[src/rtl/dff_link_pkg.sv]
// Shared types and constants for the round-robin DFF link arbiter.
// Holds the frame FSM encoding and the counter width helper.
package dff_link_pkg;

    typedef enum logic [1:0] {
        IDLE  = 2'd0,
        SHIFT = 2'd1,
        DRAIN = 2'd2,
        DONE  = 2'd3
    } state_e;

    localparam int WORD_W_DEF     = 4;
    localparam int LINK_DEPTH_DEF = 4;

    // cnt runs 0 .. w+d-1 within one frame
    function automatic int cnt_w(input int w, input int d);
        return (w + d > 1) ? $clog2(w + d) : 1;
    endfunction

endpackage

[src/rtl/rr_picker.sv]
// Combinational round-robin picker: first active request after last_grant.
// Produces a one-hot grant and the matching encoded index.
module rr_picker #(
    parameter int N_REQ = 2
) (
    input  logic [N_REQ-1:0]         req,
    input  logic [$clog2(N_REQ)-1:0] last_grant,
    output logic [N_REQ-1:0]         grant,
    output logic [$clog2(N_REQ)-1:0] idx
);

    localparam int ID_W = $clog2(N_REQ);

    logic            found;
    logic [ID_W-1:0] cand;

    always_comb begin
        grant = '0;
        idx   = '0;
        found = 1'b0;
        cand  = '0;
        for (int i = 1; i <= N_REQ; i++) begin
            cand = ID_W'((int'(last_grant) + i) % N_REQ);
            if (!found && req[cand]) begin
                found       = 1'b1;
                grant[cand] = 1'b1;
                idx         = cand;
            end
        end
    end

endmodule

[src/rtl/dff_link_rr_arbiter.sv]
// Shares one serial DFF link between N_REQ requesters, round-robin.
// Serializes the granted word LSB-first and reassembles it after the link.
module dff_link_rr_arbiter
    import dff_link_pkg::*;
#(
    parameter int WORD_W     = WORD_W_DEF,
    parameter int LINK_DEPTH = LINK_DEPTH_DEF,
    parameter int N_REQ      = 2
) (
    input  logic                      CLK,
    input  logic                      RST,
    input  logic [N_REQ-1:0]          req_valid,
    input  logic [N_REQ*WORD_W-1:0]   req_data,
    output logic [N_REQ-1:0]          req_ready,
    output logic                      link_data_out,
    input  logic                      link_data_in,
    output logic                      rx_valid,
    output logic [WORD_W-1:0]         rx_data,
    output logic [$clog2(N_REQ)-1:0]  rx_id,
    output logic                      busy
);

    localparam int CNT_W = cnt_w(WORD_W, LINK_DEPTH);
    localparam int ID_W  = $clog2(N_REQ);

    localparam logic [CNT_W-1:0] SHIFT_LAST   = CNT_W'(WORD_W - 1);
    localparam logic [CNT_W-1:0] DRAIN_LAST   = CNT_W'(WORD_W + LINK_DEPTH - 1);
    localparam logic [CNT_W-1:0] SAMPLE_FIRST = CNT_W'(LINK_DEPTH);
    localparam logic [ID_W-1:0]  LAST_ID      = ID_W'(N_REQ - 1);

    state_e            state_q, state_d;
    logic [CNT_W-1:0]  cnt_q, cnt_d;
    logic [WORD_W-1:0] shift_reg_q, shift_reg_d;
    logic [WORD_W-1:0] rx_shift_q, rx_shift_d;
    logic [ID_W-1:0]   last_grant_q, last_grant_d;
    logic [ID_W-1:0]   cur_id_q, cur_id_d;
    logic              rx_valid_q, rx_valid_d;
    logic [WORD_W-1:0] rx_data_q, rx_data_d;
    logic [ID_W-1:0]   rx_id_q, rx_id_d;

    logic [N_REQ-1:0]  pick_grant;
    logic [ID_W-1:0]   pick_idx;

    rr_picker #(
        .N_REQ(N_REQ)
    ) u_picker (
        .req       (req_valid),
        .last_grant(last_grant_q),
        .grant     (pick_grant),
        .idx       (pick_idx)
    );

    always_comb begin
        state_d       = state_q;
        cnt_d         = cnt_q;
        shift_reg_d   = shift_reg_q;
        rx_shift_d    = rx_shift_q;
        last_grant_d  = last_grant_q;
        cur_id_d      = cur_id_q;
        rx_valid_d    = 1'b0;
        rx_data_d     = rx_data_q;
        rx_id_d       = rx_id_q;
        req_ready     = '0;
        link_data_out = 1'b0;

        // Window opens once the first driven bit has crossed the link
        if ((state_q == SHIFT || state_q == DRAIN) && cnt_q >= SAMPLE_FIRST)
            rx_shift_d = {link_data_in, rx_shift_q[WORD_W-1:1]};

        unique case (state_q)
            IDLE: begin
                if (!RST && |req_valid) begin
                    req_ready    = pick_grant;
                    shift_reg_d  = req_data[int'(pick_idx)*WORD_W +: WORD_W];
                    cur_id_d     = pick_idx;
                    last_grant_d = pick_idx;
                    cnt_d        = '0;
                    state_d      = SHIFT;
                end
            end
            SHIFT: begin
                link_data_out = shift_reg_q[0];
                shift_reg_d   = shift_reg_q >> 1;
                cnt_d         = cnt_q + CNT_W'(1);
                if (cnt_q == SHIFT_LAST)
                    state_d = DRAIN;
            end
            DRAIN: begin
                cnt_d = cnt_q + CNT_W'(1);
                if (cnt_q == DRAIN_LAST) begin
                    state_d    = DONE;
                    rx_valid_d = 1'b1;
                    rx_data_d  = rx_shift_d;
                    rx_id_d    = cur_id_q;
                end
            end
            DONE: begin
                state_d = IDLE;
            end
            default: begin
                state_d = IDLE;
            end
        endcase
    end

    always_ff @(posedge CLK) begin
        if (RST) begin
            state_q      <= IDLE;
            cnt_q        <= '0;
            shift_reg_q  <= '0;
            rx_shift_q   <= '0;
            last_grant_q <= LAST_ID;
            cur_id_q     <= '0;
            rx_valid_q   <= 1'b0;
            rx_data_q    <= '0;
            rx_id_q      <= '0;
        end else begin
            state_q      <= state_d;
            cnt_q        <= cnt_d;
            shift_reg_q  <= shift_reg_d;
            rx_shift_q   <= rx_shift_d;
            last_grant_q <= last_grant_d;
            cur_id_q     <= cur_id_d;
            rx_valid_q   <= rx_valid_d;
            rx_data_q    <= rx_data_d;
            rx_id_q      <= rx_id_d;
        end
    end

    assign rx_valid = rx_valid_q;
    assign rx_data  = rx_data_q;
    assign rx_id    = rx_id_q;
    assign busy     = (state_q != IDLE);

endmodule

[config.mk]
export PLATFORM = sky130hd
export DESIGN_NAME = dff_link_rr_arbiter
export DESIGN_NICKNAME = d
export VERILOG_FILES = /design/src/rtl/dff_link_pkg.sv /design/src/rtl/rr_picker.sv /design/src/rtl/dff_link_rr_arbiter.sv
export SDC_FILE = /design/constraint.sdc
export NUM_CORES = 1
export LEC_CHECK = 0
export CAP_MARGIN = 10
export CORE_ASPECT_RATIO = 0.8
export CORE_UTILIZATION = 53
export CTS_CLUSTER_DIAMETER = 60
export CTS_CLUSTER_SIZE = 14
export DETAILED_ROUTE_END_ITERATION = 8
export GPL_TIMING_DRIVEN = 1
export PLACE_DENSITY = 0.83
export RECOVER_POWER = 25
export SLEW_MARGIN = 0
export SYNTH_ARGS = -nofsm -noshare
export SYNTH_HDL_FRONTEND = slang
export SYNTH_SLANG_ARGS = --single-unit
[constraint.sdc]
create_clock -name CLK -period 2.4 [get_ports CLK]
set_input_delay 0.48 -clock CLK [delete_from_list [all_inputs] [get_ports CLK]]
set_output_delay 0.48 -clock CLK [all_outputs]
set_load 0.1 [all_outputs]
Word level (Yosys, flattened, before mapping)
Index checks and enable logic that the tools add are counted.
{ "totals": {"in_bits": 13, "reg_bits": 21} }
{ "classes": {"muxes": 26, "reduce_logical": 20, "shifts": 1, "bitwise": 2, "n_addsub": 3, "n_eq_ne": 8, "n_lt_le_gt_ge": 5} }
{ "ops": {"columns": ["operator", "count"], "rows": [
  ["2-bit two-way mux", 7],
  ["1-bit two-way mux", 11],
  ["4-bit two-way mux", 2],
  ["2-bit case mux with 4 select lines", 1],
  ["4-bit case mux with 2 select lines", 1],
  ["2-bit AND reduction", 4],
  ["8-bit by 4-bit variable part select with 4-bit output", 1],
  ["3-bit case mux with 2 select lines", 1],
  ["2-bit nonzero test", 3],
  ["2-bit OR reduction", 3],
  ["1-bit logical AND", 5],
  ["2-bit == test (second input constant)", 2],
  ["1-bit by 2-bit less-than comparator with 1-bit output (second input constant)", 2],
  ["2-bit by 1-bit != test with 1-bit output (second input constant)", 2],
  ["3-bit by 1-bit adder with 3-bit output (second input constant)", 1],
  ["3-bit by 2-bit == test with 1-bit output (second input constant)", 1],
  ["3-bit == test (second input constant)", 1],
  ["3-bit >= comparator (second input constant)", 1],
  ["3-bit two-way mux", 1],
  ["3-bit AND reduction", 1],
  ["1-bit adder (second input constant)", 2],
  ["1-bit demux with 1-bit select", 2],
  ["2-bit by 1-bit == test with 1-bit output (second input constant)", 1],
  ["1-bit >= comparator (second input constant)", 2],
  ["other kinds (6)", 7]
]} }

Longest topological paths before layout
Gate-level depths: netlist of run 1.
{ "depth": {"ltp_word": 10, "mapped_depth": 6, "ltp_nobuf": 5} }

Modules after synthesis
From an unflattened synthesis of run 1, not the netlist that was laid out.
{ "unflattened": {"cells_unflattened": 111, "area_unflattened_um2": 1069.8} }
{ "by_module_without_submodules": {"columns": ["module", "area_each_um2", "n_inst", "cells_each", "seq_area_each_um2"], "rows": [
  ["dff_link_rr_arbiter", 1043.5, 1, 107, 420.4],
  ["rr_picker", 26.3, 1, 4, 0.0]
]} }

Worst setup path before layout of run 1
Ideal clock, no wire load.
{ "synth_path": {"kind": "register to output", "from": "register state_q[0]", "to": "output port req_ready[0]", "t_required_ps": 1920, "path_buffers": 1, "setup_slack_ps": -872, "arrival_ps": 2792, "path_stages_with_launch": 6, "path_cell_list": "dfxtp_1 -> inv_1 -> ha_1 -> buf_6 -> nand2_1 -> nor3_1"} }
{ "synth_via": {"elab_chain_len": 2} }
{ "synth_lines": {"columns": ["element", "line_no", "text"], "rows": [
  ["start, declared", "dff_link_rr_arbiter.sv:31", "state_e state_q, state_d;"],
  ["start signal, assigned", "dff_link_rr_arbiter.sv:118", "state_q <= state_d;"],
  ["2-bit zero test", "dff_link_rr_arbiter.sv:70", "unique case (state_q)"],
  ["2-bit two-way mux", "dff_link_rr_arbiter.sv:70", null],
  ["end, declared", "dff_link_rr_arbiter.sv:14", "output logic [N_REQ-1:0] req_ready,"]
]} }
No other way between the ends.

Worst setup path in the final report of run 1
Same ends and word-level chain as after synthesis.

==> results of run 1 <==
-- cells in the mapped netlist --
cell type	number	area share (%)
nand3b_1	2	1.4
o311a_1	1	0.94
nor2b_1	6	3.5
o21ai_0	3	1.4
nor2_1	12	4.2
a21oi_1	4	1.9
nor3b_2	1	1.2
o41ai_1	3	2.5
a21bo_2	1	0.94
or2_2	1	0.59
a31o_2	1	0.82
clkbuf_1	3	1.1
nand3_1	2	0.94
buf_1	1	0.35
nor3_1	1	0.47
nand2_1	4	1.4
a211oi_1	4	2.8
inv_1	4	1.4
or3b_2	1	0.82
o211ai_1	1	0.71
mux2i_1	6	5.6
o21a_1	1	0.71
a2111oi_2	1	1.4
a221o_1	1	0.94
o21ai_1	1	0.47
o2111ai_1	3	2.5
and2_1	6	3.5
nor2_2	1	0.59
dfxtp_1	21	40
nand2b_1	1	0.59
ha_1	7	8.2
a221oi_1	3	2.5
buf_6	1	1.1
o31a_1	2	1.6
inv_4	1	0.59
or4_1	1	0.71
-- cell type report --
cell class / count / area [um2]
clock inverter: 1 / 7.51
tap: 24 / 30.0
timing repair buffer: 24 / 238
clock buffer: 3 / 22.5
multi-input combinational: 82 / 603
inverter: 5 / 21.3
fill: 168 / 549
sequential: 21 / 420
-- logic make-up after synthesis --
| kind of cell | after synthesis |
|---|---|
| simple gates | 39 |
| flops | 21 |
| buf+inv | 10 |
| mux | 6 |
| compound gates | 30 |
| fa+ha+maj | 7 |
-- power by group --
| part | switching (mW) | leakage, nW | internal [mW] | total [mW] |
|---|---|---|---|---|
| Combinational | 0.372 | 0.351 | 0.237 | 0.609 |
| Sequential | 0.0350 | 0.171 | 0.402 | 0.437 |
| Clock | 0.111 | 0.0139 | 0.0636 | 0.175 |
-- metal layers --
metal	vias up	global-route usage (%)	part of all wire [%]
met1	438	29.5	46
met2	32	39.0	47
met5	-	0	0
met3	7	8.33	6.2
met4	0	7.03	1.4
li1	458	-	-
-- path summary, 6_finish.rpt --
kind / endpoint / start / slack (ns) / cells past startpoint
worst max-delay path: req_ready[0] / state_q[0] / 0.14 / 5
worst min-delay path: cur_id_q / cur_id_q / 0.48 / 2
worst max register to register: state_q[1] / state_q[0] / 0.49 / 5
worst min register to register: cur_id_q / cur_id_q / 0.48 / 2
-- state kept, by name (all words and copies together), names as in the netlist --
register      count
state_q           2
last_grant_q      1
rx_id             1
rx_data           4
cur_id_q          1
shift_reg_q       4
rx_valid          1
cnt_q             3
rx_shift_q        4
-- critical path, cell delays in order, from the launching register on --
cell and delay, ns:
dfxtp_1 0.35, inv_1 0.11, ha_1 0.43, nand2_1 0.17, nor3_2 0.21, buf_12 0.21
-- through the flow --
| stage | setup TNS, ns | power (mW) | instances | utilization (%) |
|---|---|---|---|---|
| floorplan | -0.0151 | 0.885 | 113 | - |
| global placement | 0 | 1.03 | 156 | 70.6 |
| detailed placement | 0 | 1.05 | 156 | 70.6 |
| CTS | 0 | 1.23 | 160 | 72.2 |
| global route | 0 | 1.28 | 160 | 71.0 |
| finish | 0 | 1.22 | 160 | 71.0 |
==> flow_metrics.tcl, run 1 <==
set metrics [dict create \
    clk_path_buf_depth 2 \
    dp_hpwl_um 1800 \
    synth_fa_ha_area_share_pct 8.24 \
    rsz0062_at_grt "false" \
    synthToLayoutAreaGrowth_pct 26.2 \
    drive_gt1_share_pct 14.7 \
    synth_simple_gate_area_share_pct 20.0 \
    outcome "complete, no violations" \
    synth.avg_cell_area_um2 9.41 \
    ant_nets 0 \
    clock-sinks 21 \
    final_cell_mix "dfxtp_1 (21), clkdlybuf4s50_1 (12), nor2_1 (11)" \
    die_w_um 52.1 \
    ys_ff_latch 21 \
    cts_root_buffer "clkbuf_4" \
    grt_overflow 0 \
    hold_buffers 0 \
    synth_top_family_by_area "compound AO/OA/AOI/OAI gates" \
    vias_per_cell 5.84 \
    grt_pass1_wl_um 3800 \
    fp-row-count 14 \
    end_kind "output pin" \
    final_common_cell "dfxtp_1" \
    grt_pass1_vias 823 \
    finalCritPeriodShare_pct 94.4 \
    initial_core_util_pct 56.2 \
    hp-class "reg -> reg" \
    core_mm2 0.00189 \
    fin_skew_ns 0.00249 \
    clk_latency_ns 0.31 \
    ctsResizeCount 0 \
    drc 0 \
    clk_pin_slew_ns 0.12 \
    dpl_cell_area_mm2 0.00134 \
    cp.required_ns 1.92 \
    die-area_mm2 0.00219 \
    ys_warn_count 0 \
    postCtsSetupBuffers 0 \
    path_max_fanout 10 \
    wl_um 2360 \
    nNetsFinal 157 \
    fmax_mhz 442 \
    power.leakage_nw 0.536 \
    io_pins 23 \
    synth_cell_types 36 \
    grt_max_degree 14 \
    n_antenna_cell 0 \
    finalWorstSetupSlack_ns 0.135 \
    die_h_um 42.1 \
    crit_type "reg -> out" \
    worst_setup_path_start_kind "flip-flop" \
    cts_made_buffers 3 \
    pre_cts_slack_ns 0.242 \
    syn_area_mm2 0.00106 \
    drv_slew 0 \
    dr.pass1.iters 4 \
    first_iter_violations 30 \
    grt_usage_pct 24.0 \
    cts_max_level 1 \
    slew_headroom_pct 21.5 \
    cts_tree "done" \
    grt_antenna_before_repair 0 \
    via_count 935 \
    vdd_drop_max_v 0.000994 \
    whs_ns 0.485 \
    setup_violations 0 \
    tightest_slew_ns 1.18 \
    p_per_area_mw_per_mm2 909 \
    gp_congestion 0.807 \
    syn_nets 133 \
    portBuffers 22 \
    synth_xor_area_share_pct 0 \
    muxShareOfSynthArea_pct 5.65 \
    maxCapViolations 0 \
    synthCells 113 \
    hold_viol_final 0 \
    final_area_mm2 0.00134 \
    synth_compound_area_share_pct 22.1 \
    synth_seq_area_share_pct 39.5 \
    fin_crit_ns 2.26 \
    crit_arrival_ns 1.78 \
    wire_per_inst_um 14.7 \
]
Power figures use the tool's default switching activity.
==> run 2, diff against run 1 <==
--- a/config.mk
+++ b/config.mk
@@ -8,7 +8,7 @@
 export CAP_MARGIN = 10
 export CORE_ASPECT_RATIO = 0.8
 export CORE_UTILIZATION = 53
-export CTS_CLUSTER_DIAMETER = 60
+export CTS_CLUSTER_DIAMETER = 80
 export CTS_CLUSTER_SIZE = 14
 export DETAILED_ROUTE_END_ITERATION = 8
 export GPL_TIMING_DRIVEN = 1
==> results of run 2 <==
Final layout, timing and power as in run 1 (identical DEF).
==> run 3, diff against run 2 <==
--- a/config.mk
+++ b/config.mk
@@ -7,12 +7,13 @@
 export LEC_CHECK = 0
 export CAP_MARGIN = 10
 export CORE_ASPECT_RATIO = 0.8
-export CORE_UTILIZATION = 53
+export CORE_UTILIZATION = 55
 export CTS_CLUSTER_DIAMETER = 80
 export CTS_CLUSTER_SIZE = 14
 export DETAILED_ROUTE_END_ITERATION = 8
+export DONT_BUFFER_PORTS = 1
 export GPL_TIMING_DRIVEN = 1
-export PLACE_DENSITY = 0.83
+export PLACE_DENSITY = 0.7
 export RECOVER_POWER = 25
 export SLEW_MARGIN = 0
 export SYNTH_ARGS = -nofsm -noshare
==> flow_metrics.tcl, run 3 (same netlist as run 1, synthesis figures left out) <==
set metrics [dict create \
    outcome "complete, no violations" \
    die_h_um 41.3 \
    die_w_um 51.2 \
    final_common_cell "dfxtp_1" \
    initial_core_util_pct 61.7 \
    gp_congestion 0.820 \
    finalPower_mw 1.13 \
    grt_max_degree 24 \
    rsz0062_at_grt "false" \
    path_max_fanout 10 \
    tightest_slew_ns 1.20 \
    cts_root_buffer "clkbuf_4" \
    whs_ns 0.226 \
    nNetsFinal 142 \
    clk_pin_slew_ns 0.12 \
    dpl_cell_area_mm2 0.00115 \
    fp-row-count 13 \
    hold_viol_final 0 \
    p_per_area_mw_per_mm2 976 \
    clk_latency_ns 0.31 \
    hold_buffers 0 \
    crit_type "reg -> out" \
    worst_setup_path_start_kind "flip-flop" \
    cts_tree "done" \
    first_iter_violations 22 \
    via_count 878 \
    power.leakage_nw 0.463 \
    end_kind "output pin" \
    clk_path_buf_depth 2 \
    final_area_mm2 0.00116 \
    drc 0 \
    final.setup.tns_ns 0 \
    n_antenna_cell 0 \
    io_pins 23 \
    wl_um 2190 \
    slew_headroom_pct 20.1 \
    fill_cells 154 \
    finalCritPeriodShare_pct 90.5 \
    dr.pass1.iters 4 \
    grt_pass1_wl_um 3420 \
    drive_gt1_share_pct 15.7 \
    wire_per_inst_um 15.3 \
    setup_violations 0 \
    fmax_mhz 461 \
    grt_usage_pct 23.3 \
    fin_util_pct 67.3 \
    final_cell_mix "dfxtp_1 (21), nor2_1 (11), nor2b_1 (6), mux2i_1 (6), ha_1 (6)" \
    maxCapViolations 0 \
    cp.required_ns 1.92 \
    crit_arrival_ns 1.69 \
    cts_max_level 1 \
    hp-class "in -> reg" \
    fin_crit_ns 2.17 \
    clock-sinks 21 \
    dp_hpwl_um 1660 \
    fin_skew_ns 0.00815 \
    grt_antenna_before_repair 0 \
    cts_made_buffers 3 \
    die-area_mm2 0.00211 \
    core_mm2 0.00172 \
    ant_nets 0 \
    drv_slew 0 \
    portBuffers 0 \
    grt_pass1_vias 745 \
    vdd_drop_max_v 0.000757 \
    grt_overflow 0 \
    vias_per_cell 6.14 \
    synthToLayoutAreaGrowth_pct 9.06 \
]
-- run 3: layout make-up --
cell class                      count  area, um2  share of cell area (%)
Multi-Input combinational cell     82        612                    52.8
Sequential cell                    21        420                    36.2
Timing Repair Buffer                9       48.8                    4.21
Tap cell                           22       27.5                    2.37
Clock buffer                        3       22.5                    1.94
Inverter                            5       21.3                    1.83
Clock inverter                      1       7.51                   0.647
-- run 3: power breakdown --
part	internal (mW)	leakage (nW)	total [mW]	switching [mW]
logic	0.170	0.279	0.525	0.355
clock network	0.0635	0.0139	0.173	0.109
registers	0.402	0.171	0.434	0.0324
-- run 3: path summary, 6_finish.rpt --
check             startpoint        endpoint  slack [ns]  depth (start not counted)
setup reg to reg  state_q[0]  shift_reg_q[1]        0.59                          5
hold / removal           RST        cnt_q[2]        0.23                          1
hold reg to reg     cur_id_q        cur_id_q        0.47                          2
setup / recovery  state_q[0]    req_ready[0]        0.23                          5
-- run 3: worst max-delay path: stages, from the launching register on --
cell     delay (ns)
dfxtp_1        0.35
inv_1          0.11
ha_2           0.32
nand2_1        0.17
nor3_4         0.13
buf_4          0.30
-- run 3: metrics by stage --
stage / instances / setup WS (ns)
3_5_place_dp: 139 / 0.441
4_1_cts: 143 / 0.0797
2_1_floorplan: 113 / -0.0151
6_report: 143 / 0.229
5_1_grt: 143 / 0.0994
3_3_place_gp: 139 / 0.503
-- run 3: repair_timing --
action / in CTS / in global routing
gates resized for setup: 0 / 1
setup endpoints to repair: 0 / 2
setup buffers: 0 / 0
-- run 3: routing by layer --
layer / track usage (%) / share of wire, % / wire length [um] / vias to the layer above
li1: - / - / - / 438
met5: 0 / 0 / 0 / -
met2: 38.5 / 45 / 987 / 25
met1: 29.2 / 49 / 1080 / 413
met4: 6.94 / 0.46 / 10 / 0
met3: 8.33 / 5.2 / 113 / 2
